## config.mk

```make
export PLATFORM = sky130hd
export DESIGN_NAME = uart_rx
export DESIGN_NICKNAME = d
export VERILOG_FILES = /design/src/rtl/uart_pkg.sv /design/src/rtl/uart_sync2.sv /design/src/rtl/uart_rx.sv
export SDC_FILE = /design/constraint.sdc
export NUM_CORES = 1
export LEC_CHECK = 0
export CORE_MARGIN = 4
export CORE_UTILIZATION = 54
export DETAILED_ROUTE_END_ITERATION = 7
export GPL_TIMING_DRIVEN = 1
export PLACE_DENSITY_LB_ADDON = 0.3
export REMOVE_ABC_BUFFERS = 1
export SYNTH_ARGS = -nofsm -noshare
export SYNTH_HDL_FRONTEND = slang
export SYNTH_HIERARCHICAL = 1
export SYNTH_SLANG_ARGS = --single-unit
```

## constraint.sdc

```tcl
create_clock -name clk -period 2.4 [get_ports clk]
set_input_delay 0.36 -clock clk [delete_from_list [all_inputs] [get_ports clk]]
set_output_delay 0.36 -clock clk [all_outputs]
set_load 0.02 [all_outputs]
```

## src/rtl/uart_pkg.sv

```systemverilog
// Shared UART definitions: FSM state encoding and default frame constants,
// common to uart_rx and uart_tx.
package uart_pkg;

  localparam int DEF_DATA_BITS  = 8;
  localparam int DEF_OVERSAMPLE = 16;

  typedef enum logic [2:0] {
    ST_IDLE   = 3'd0,
    ST_START  = 3'd1,
    ST_DATA   = 3'd2,
    ST_PARITY = 3'd3,
    ST_STOP   = 3'd4
  } uart_state_t;

endpackage

```

## src/rtl/uart_sync2.sv

```systemverilog
// Two-flop synchronizer for an idle-high asynchronous line; both flops
// reset to 1 so a reset never looks like a falling edge.
module uart_sync2 (
  input  logic clk,
  input  logic rst,
  input  logic i_d,
  output logic o_q
);

  logic r_meta;
  logic r_sync;

  always_ff @(posedge clk or posedge rst) begin
    if (rst) begin
      r_meta <= 1'b1;
      r_sync <= 1'b1;
    end else begin
      r_meta <= i_d;
      r_sync <= r_meta;
    end
  end

  assign o_q = r_sync;

endmodule

```

## src/rtl/uart_rx.sv

```systemverilog
// Oversampling UART receiver with valid/ready output and overrun/framing flags.
// Define UART_RX_PARITY_EN to add an even-parity bit and the O_parity_err port.
module uart_rx
  import uart_pkg::*;
#(
  parameter int DATA_BITS  = DEF_DATA_BITS,
  parameter int OVERSAMPLE = DEF_OVERSAMPLE
) (
  input  logic                 clk,
  input  logic                 rst,
  input  logic                 I_baudrate_rx_clk,
  input  logic                 I_rx,
  output logic [DATA_BITS-1:0] O_rx_data,
  output logic                 O_rx_valid,
  input  logic                 I_rx_ready,
  output logic                 O_frame_err,
  output logic                 O_overrun,
  output logic [2:0]           O_dbg_state
`ifdef UART_RX_PARITY_EN
  ,
  output logic                 O_parity_err
`endif
);

  localparam int CNT_W = $clog2(OVERSAMPLE);
  localparam int BIT_W = $clog2(DATA_BITS);
  localparam logic [CNT_W-1:0] MID_START = CNT_W'(OVERSAMPLE / 2 - 1);
  localparam logic [CNT_W-1:0] BIT_END   = CNT_W'(OVERSAMPLE - 1);
  localparam logic [BIT_W-1:0] LAST_BIT  = BIT_W'(DATA_BITS - 1);

  uart_state_t          r_state;
  logic [CNT_W-1:0]     r_tick_cnt;
  logic [BIT_W-1:0]     r_bit_cnt;
  logic [DATA_BITS-1:0] r_shift;
  logic [DATA_BITS-1:0] r_data;
  logic                 r_valid;
  logic                 r_frame_err;
  logic                 r_overrun;
  logic                 r_rx_prev;
  logic                 r_brk;
  logic                 w_rx;
  logic                 w_par_ok;
  logic                 w_complete;
  logic                 w_consume;

  uart_sync2 u_sync (
    .clk (clk),
    .rst (rst),
    .i_d (I_rx),
    .o_q (w_rx)
  );

`ifdef UART_RX_PARITY_EN
  logic r_par_bad;
  logic r_parity_err;
  assign w_par_ok     = ~r_par_bad;
  assign O_parity_err = r_parity_err;
`else
  assign w_par_ok = 1'b1;
`endif

  // A frame completes at the mid-stop sample when the stop bit is high.
  assign w_complete = (r_state == ST_STOP) && !r_brk && I_baudrate_rx_clk &&
                      (r_tick_cnt == BIT_END) && w_rx && w_par_ok;
  assign w_consume  = r_valid && I_rx_ready;

  always_ff @(posedge clk or posedge rst) begin
    if (rst) begin
      r_state     <= ST_IDLE;
      r_tick_cnt  <= '0;
      r_bit_cnt   <= '0;
      r_shift     <= '0;
      r_brk       <= 1'b0;
      r_frame_err <= 1'b0;
      r_rx_prev   <= 1'b1;
`ifdef UART_RX_PARITY_EN
      r_par_bad    <= 1'b0;
      r_parity_err <= 1'b0;
`endif
    end else begin
      r_rx_prev   <= w_rx;
      r_frame_err <= 1'b0;
`ifdef UART_RX_PARITY_EN
      r_parity_err <= 1'b0;
`endif
      case (r_state)
        ST_IDLE: begin
          if (r_rx_prev && !w_rx) begin
            r_state    <= ST_START;
            r_tick_cnt <= '0;
            r_brk      <= 1'b0;
`ifdef UART_RX_PARITY_EN
            r_par_bad  <= 1'b0;
`endif
          end
        end
        ST_START: begin
          if (I_baudrate_rx_clk) begin
            if (r_tick_cnt == MID_START) begin
              r_tick_cnt <= '0;
              r_bit_cnt  <= '0;
              r_state    <= w_rx ? ST_IDLE : ST_DATA;
            end else begin
              r_tick_cnt <= r_tick_cnt + 1'b1;
            end
          end
        end
        ST_DATA: begin
          if (I_baudrate_rx_clk) begin
            if (r_tick_cnt == BIT_END) begin
              r_tick_cnt <= '0;
              r_shift    <= {w_rx, r_shift[DATA_BITS-1:1]};
              if (r_bit_cnt == LAST_BIT) begin
`ifdef UART_RX_PARITY_EN
                r_state <= ST_PARITY;
`else
                r_state <= ST_STOP;
`endif
              end else begin
                r_bit_cnt <= r_bit_cnt + 1'b1;
              end
            end else begin
              r_tick_cnt <= r_tick_cnt + 1'b1;
            end
          end
        end
`ifdef UART_RX_PARITY_EN
        ST_PARITY: begin
          if (I_baudrate_rx_clk) begin
            if (r_tick_cnt == BIT_END) begin
              r_tick_cnt <= '0;
              r_state    <= ST_STOP;
              if ((^r_shift) != w_rx) begin
                r_parity_err <= 1'b1;
                r_par_bad    <= 1'b1;
              end
            end else begin
              r_tick_cnt <= r_tick_cnt + 1'b1;
            end
          end
        end
`endif
        ST_STOP: begin
          // r_brk: bad stop bit seen, hold here until the line returns high.
          if (r_brk) begin
            if (w_rx) begin
              r_brk   <= 1'b0;
              r_state <= ST_IDLE;
            end
          end else if (I_baudrate_rx_clk) begin
            if (r_tick_cnt == BIT_END) begin
              r_tick_cnt <= '0;
              if (w_rx) begin
                r_state <= ST_IDLE;
              end else begin
                r_frame_err <= 1'b1;
                r_brk       <= 1'b1;
              end
            end else begin
              r_tick_cnt <= r_tick_cnt + 1'b1;
            end
          end
        end
        default: r_state <= ST_IDLE;
      endcase
    end
  end

  // Single-entry output buffer: a new byte is taken only if the slot is
  // empty or being consumed on this same edge.
  always_ff @(posedge clk or posedge rst) begin
    if (rst) begin
      r_data    <= '0;
      r_valid   <= 1'b0;
      r_overrun <= 1'b0;
    end else begin
      r_overrun <= 1'b0;
      if (w_complete) begin
        if (!r_valid || I_rx_ready) begin
          r_data  <= r_shift;
          r_valid <= 1'b1;
        end else begin
          r_overrun <= 1'b1;
        end
      end else if (w_consume) begin
        r_valid <= 1'b0;
      end
    end
  end

  assign O_rx_data   = r_data;
  assign O_rx_valid  = r_valid;
  assign O_frame_err = r_frame_err;
  assign O_overrun   = r_overrun;
  assign O_dbg_state = r_state;

endmodule

```

Word-level counts from Yosys, hierarchy flattened
Cells that the tools add are included. W data, S select, Z words.

Flip-flop bits (word level): 33. Output and inout bits: 14. Logic and storage cells: 91.

Add/subtract/negate cells: 2. Eq/ne operators: 17. Muxes and demuxes: 38. Reductions and logical operators: 22.

Operators with widths (number): $mux W3 (15); $mux W4 (6); $ne A2 B2 Y1 const B (8); $pmux W4 S4 (1); $mux W1 (12); $pmux W3 S4 (1); $reduce_and A8 Y1 (1); $eq A3 B3 Y1 const B (2); $logic_and A1 B1 Y1 (6); $pmux W3 S2 (1); $reduce_and A2 Y1 (3); $reduce_and A6 Y1 (1); $reduce_bool A2 Y1 (3); $add A4 B1 Y4 const B (1); $eq A4 B3 Y1 const B (1); $eq A4 B4 Y1 const B (1); $reduce_and A4 Y1 (1); $reduce_bool A4 Y1 (1); $add A3 B1 Y3 const B (1); $eq A3 B1 Y1 const B (1); $eq A3 B2 Y1 const B (1); $logic_not A1 Y1 (3); $logic_not A3 Y1 (1); $ne A3 B2 Y1 const B (1); 6 further kinds (6).

Logic depth before layout (Yosys ltp)
Depth after elaboration: 7. Mapped depth: 6.

Modules after synthesis
The synthesis kept the hierarchy.

By module, submodules not included: uart_rx (times used 1, cells each 128, area each 1522.7 um^2); uart_sync2 (times used 1, cells each 3, area each 56.3 um^2).

Worst setup path after synthesis
OpenSTA, ideal clock, no wires.

Path type: reg2reg. Start: register r_state[2], in the netlist O_dbg_state[2]. End: register r_state[1], in the netlist O_dbg_state[1]. Arrival time: 1789 ps. Data required time: 2272 ps. Setup slack: 484 ps. Stages on the path, launching flop included: 5. Path buffers: 0. Clock period less this slack: 1916 ps. Cell sequence: dfrtp_1 -> or3b_4 -> o211a_1 -> nor4_4 -> mux2_1.

Cells in the longest elaborated chain, start to end: 3. Elaborated cells on any way between the ends: 14.

RTL lines: start: declaration (line uart_rx.sv:31) `uart_state_t r_state;`; start signal: assignment (line uart_rx.sv:102) `r_state <= w_rx ? ST_IDLE : ST_DATA;`; $eq A3 B3 Y1, or another cell as far along (line uart_rx.sv:86) `case (r_state)`; $ne A3 B2 Y1 (no source line), or another cell as far along; $reduce_and A8 Y1 (no source line).

Several ways; a longest one is shown, not always the timed one. A chain may end at the register's enable or synchronous reset.

Final worst setup path
Start: register r_rx_prev. End: register r_state[1], in the netlist O_dbg_state[1].

Cells in the longest elaborated chain, start to end: 3.

RTL lines: start: declaration (line uart_rx.sv:39) `logic r_rx_prev;`; start signal: assignment (line uart_rx.sv:81) `r_rx_prev <= w_rx;`; $logic_and A1 B1 Y1 (line uart_rx.sv:88) `if (r_rx_prev && !w_rx) begin`; $ne A2 B2 Y1 (no source line); $reduce_and A8 Y1 (no source line).

Every way passes these cells.

==> flow_summary.json <==
{
  "drtIter0Drc": 28,
  "numCtsBuffers": 5,
  "most-common-layout-cells": "dfrtp_1, clkdlybuf4s50_1, mux2_2, inv_1, nor2_1",
  "r2r_cells": 4,
  "post-cts-setup-buffer-count": 0,
  "core_area_mm2": 0.00278,
  "synth-compound-area-share": 0.0800,
  "holdPathEnd": "u_sync/o_q",
  "fin_util": 0.680,
  "clockBufferDepth": 2,
  "clk_pin_slew_ns": 0.11,
  "routed_wl_um": 2940,
  "antenna_found_initial": 0,
  "hold_viol": 0,
  "core.rowCount": 19,
  "cp-end-kind": "flip-flop",
  "synth_warnings": 6,
  "wl_met3_um": 130,
  "rr_startpoint": "r_rx_prev",
  "syn_to_final_growth_pct": 19.7,
  "fillers": 204,
  "ir_drop_mv": 0.744,
  "layout-drive-gt1-share": 0.252,
  "grt_start_max_net_pins": 32,
  "min_from": "u_sync/r_meta",
  "muxShareOfSynthArea": 0.155,
  "routedLengthMet1_um": 1290,
  "timing.rr.end": "O_dbg_state[1]",
  "synth_xor_area_frac": 0.0166,
  "ys_seq_elements": 33,
  "power_mw": 1.83,
  "chipWidth_um": 62.1,
  "globalplace.congestion": 0.833,
  "worstHoldPathCells": 0,
  "seq_area_frac_synth": 0.525,
  "syn_area_per_cell_um2": 12.1,
  "leakagePower_nw": 0.859,
  "synth-simple-area-share": 0.160,
  "hp-class": "reg -> reg",
  "hpwl_um": 2010,
  "maxCapViolations": 0,
  "grt_pass1_vias": 1093,
  "grt_use_total": 0.179,
  "multi_input_area_um2": 687,
  "synth_top_family_by_area": "simple AND/OR/NAND/NOR gates",
  "crit_path_start_kind": "flip-flop",
  "num_vias": 1048,
  "synth.distinct_cells": 40,
  "layout_min_cycle_time_ns": 1.98,
  "regArea_um2": 830,
  "final_common_cell": "dfrtp_1",
  "root_buffer": "clkbuf_4",
  "cts_num_sinks": 33,
  "num_io_pins": 19,
  "finalCritPeriodShare": 0.824,
  "final_area_mm2": 0.00189,
  "route.detailed.drc": 0,
  "ant_nets": 0,
  "routedWlPerCell_um": 15.8,
  "synthArstFlopShare": 1.00,
  "num_antenna_cells": 0,
  "tightest_slew_ns": 0.402,
  "dp.cells": 178,
  "outcome": "finished, final reports clean",
  "die_area_mm2": 0.00385,
  "grt_pass1_wl_um": 4940,
  "synth_adder_area_share": 0.0238,
  "initial_core_util": 0.568,
  "chipHeight_um": 62.1,
  "fin_nets": 162,
  "route.top_layer_used": "met4",
  "cts_hold_buf": 0,
  "final-max-slew-violation-count": 0,
  "worstPathArrival_ns": 2.20,
  "setup_viol": 0,
  "syn_inst": 131,
  "cts_tree": "done",
  "postPlaceCellArea_mm2": 0.00179,
  "grt_setup_unrepaired": "false",
  "vias_per_cell": 5.63,
  "fmax_mhz": 506,
  "r2r_slack_ns": 0.42,
  "ys.flop_type": "dfrtp_1",
  "wl_met2_um": 1470,
  "fin_worst_skew_ns": 0.00671,
  "io_buffers": 18,
  "power_density_mw_per_mm2": 968,
  "maxSlewHeadroom": 0.724,
  "cp_data_required_time_ns": 2.62,
  "path_class": "reg -> reg",
  "dr.pass1.iters": 4,
  "finalNonFillerCells": 186,
  "cp_max_fo": 3,
  "synth_edf_count": 0,
  "syn_area_mm2": 0.00158,
  "grt-ovfl-total": 0,
  "insertion_delay_ns": 0.33,
  "fin_setup_tns_ns": 0,
  "cts_resized": 0,
  "htreeDepth": 2
}
worst max-delay path, cell delays in order (launching register included):
cell     delay, ns
dfstp_2       0.55
or3b_4        0.40
o211a_1       0.24
nor4_4        0.32
mux2_1        0.35
worst max-delay path by stage:
stage | slack [ns] | endpoint | from | cells after the start
final | 0.42 | O_dbg_state[1] | r_rx_prev | 4
after global routing | 0.35 | O_dbg_state[1] | r_rx_prev | 4
after CTS | 0.41 | O_dbg_state[1] | r_rx_prev | 4
after detailed placement | 0.34 | O_dbg_state[1] | I_baudrate_rx_clk | 5
after global placement | 0.41 | O_dbg_state[2] | I_baudrate_rx_clk | 5
after floorplan | 0.36 | O_dbg_state[2] | O_dbg_state[2] | 4
cells in the mapped netlist, types with 2 or more instances:
cell type	number	share of area
dfrtp_1	30	0.48
mux2_2	16	0.11
inv_1	8	0.019
nor2_1	7	0.017
nand2_1	6	0.014
nand2b_1	5	0.020
a21oi_1	4	0.013
nor3_1	4	0.013
o21ai_0	4	0.013
dfstp_2	3	0.050
ha_1	3	0.024
mux2_1	3	0.021
mux2i_1	3	0.019
nand3_1	3	0.0095
nand3b_1	3	0.014
nand4_1	2	0.0079
nor3_2	2	0.013
o211ai_1	2	0.0095
xnor2_1	2	0.011
kinds of logic after synthesis:
logic type	Yosys count
and+or+nand+nor	39
DFF	33
muxes	22
AOI/OAI and AO/OA	18
buffers and inverters	13
xor gates and xnor gates	3
adders and majority gates	3
state kept, by name, indices dropped and copies added (netlist names):
name and cells:
O_rx_data 8, r_shift 8, r_tick_cnt 4, O_dbg_state 3, r_bit_cnt 3, O_frame_err 1
O_overrun 1, O_rx_valid 1, r_brk 1, r_rx_prev 1, u_sync/o_q 1, u_sync/r_meta 1
through the flow:
| step | hold WS (ns) | setup slack (ns) |
|---|---|---|
| after floorplan | 0.272 | 0.361 |
| after global placement | 0.347 | 0.414 |
| after detailed placement | 0.353 | 0.345 |
| after CTS | 0.368 | 0.412 |
| after global routing | 0.362 | 0.348 |
| final | 0.369 | 0.423 |
per-layer routing:
metal,up-vias,global-route usage
met5,-,0
met1,509,0.219
met2,29,0.284
met3,6,0.0723
li1,504,-
met4,0,0.0697
power by group:
| group | internal (mW) | switching [mW] | total [mW] |
|---|---|---|---|
| registers | 0.627 | 0.104 | 0.731 |
| clock network | 0.322 | 0.190 | 0.512 |
| logic | 0.263 | 0.324 | 0.587 |
cell type report:
type,count,share of cell area
inverters,8,0.0159
flip-flops and latches,33,0.439
clock buffers,5,0.0199
clock inverters,3,0.0344
well taps,31,0.0205
multi-input cells,85,0.363
repair buffers,21,0.107
(Power assumes the default switching activity.)
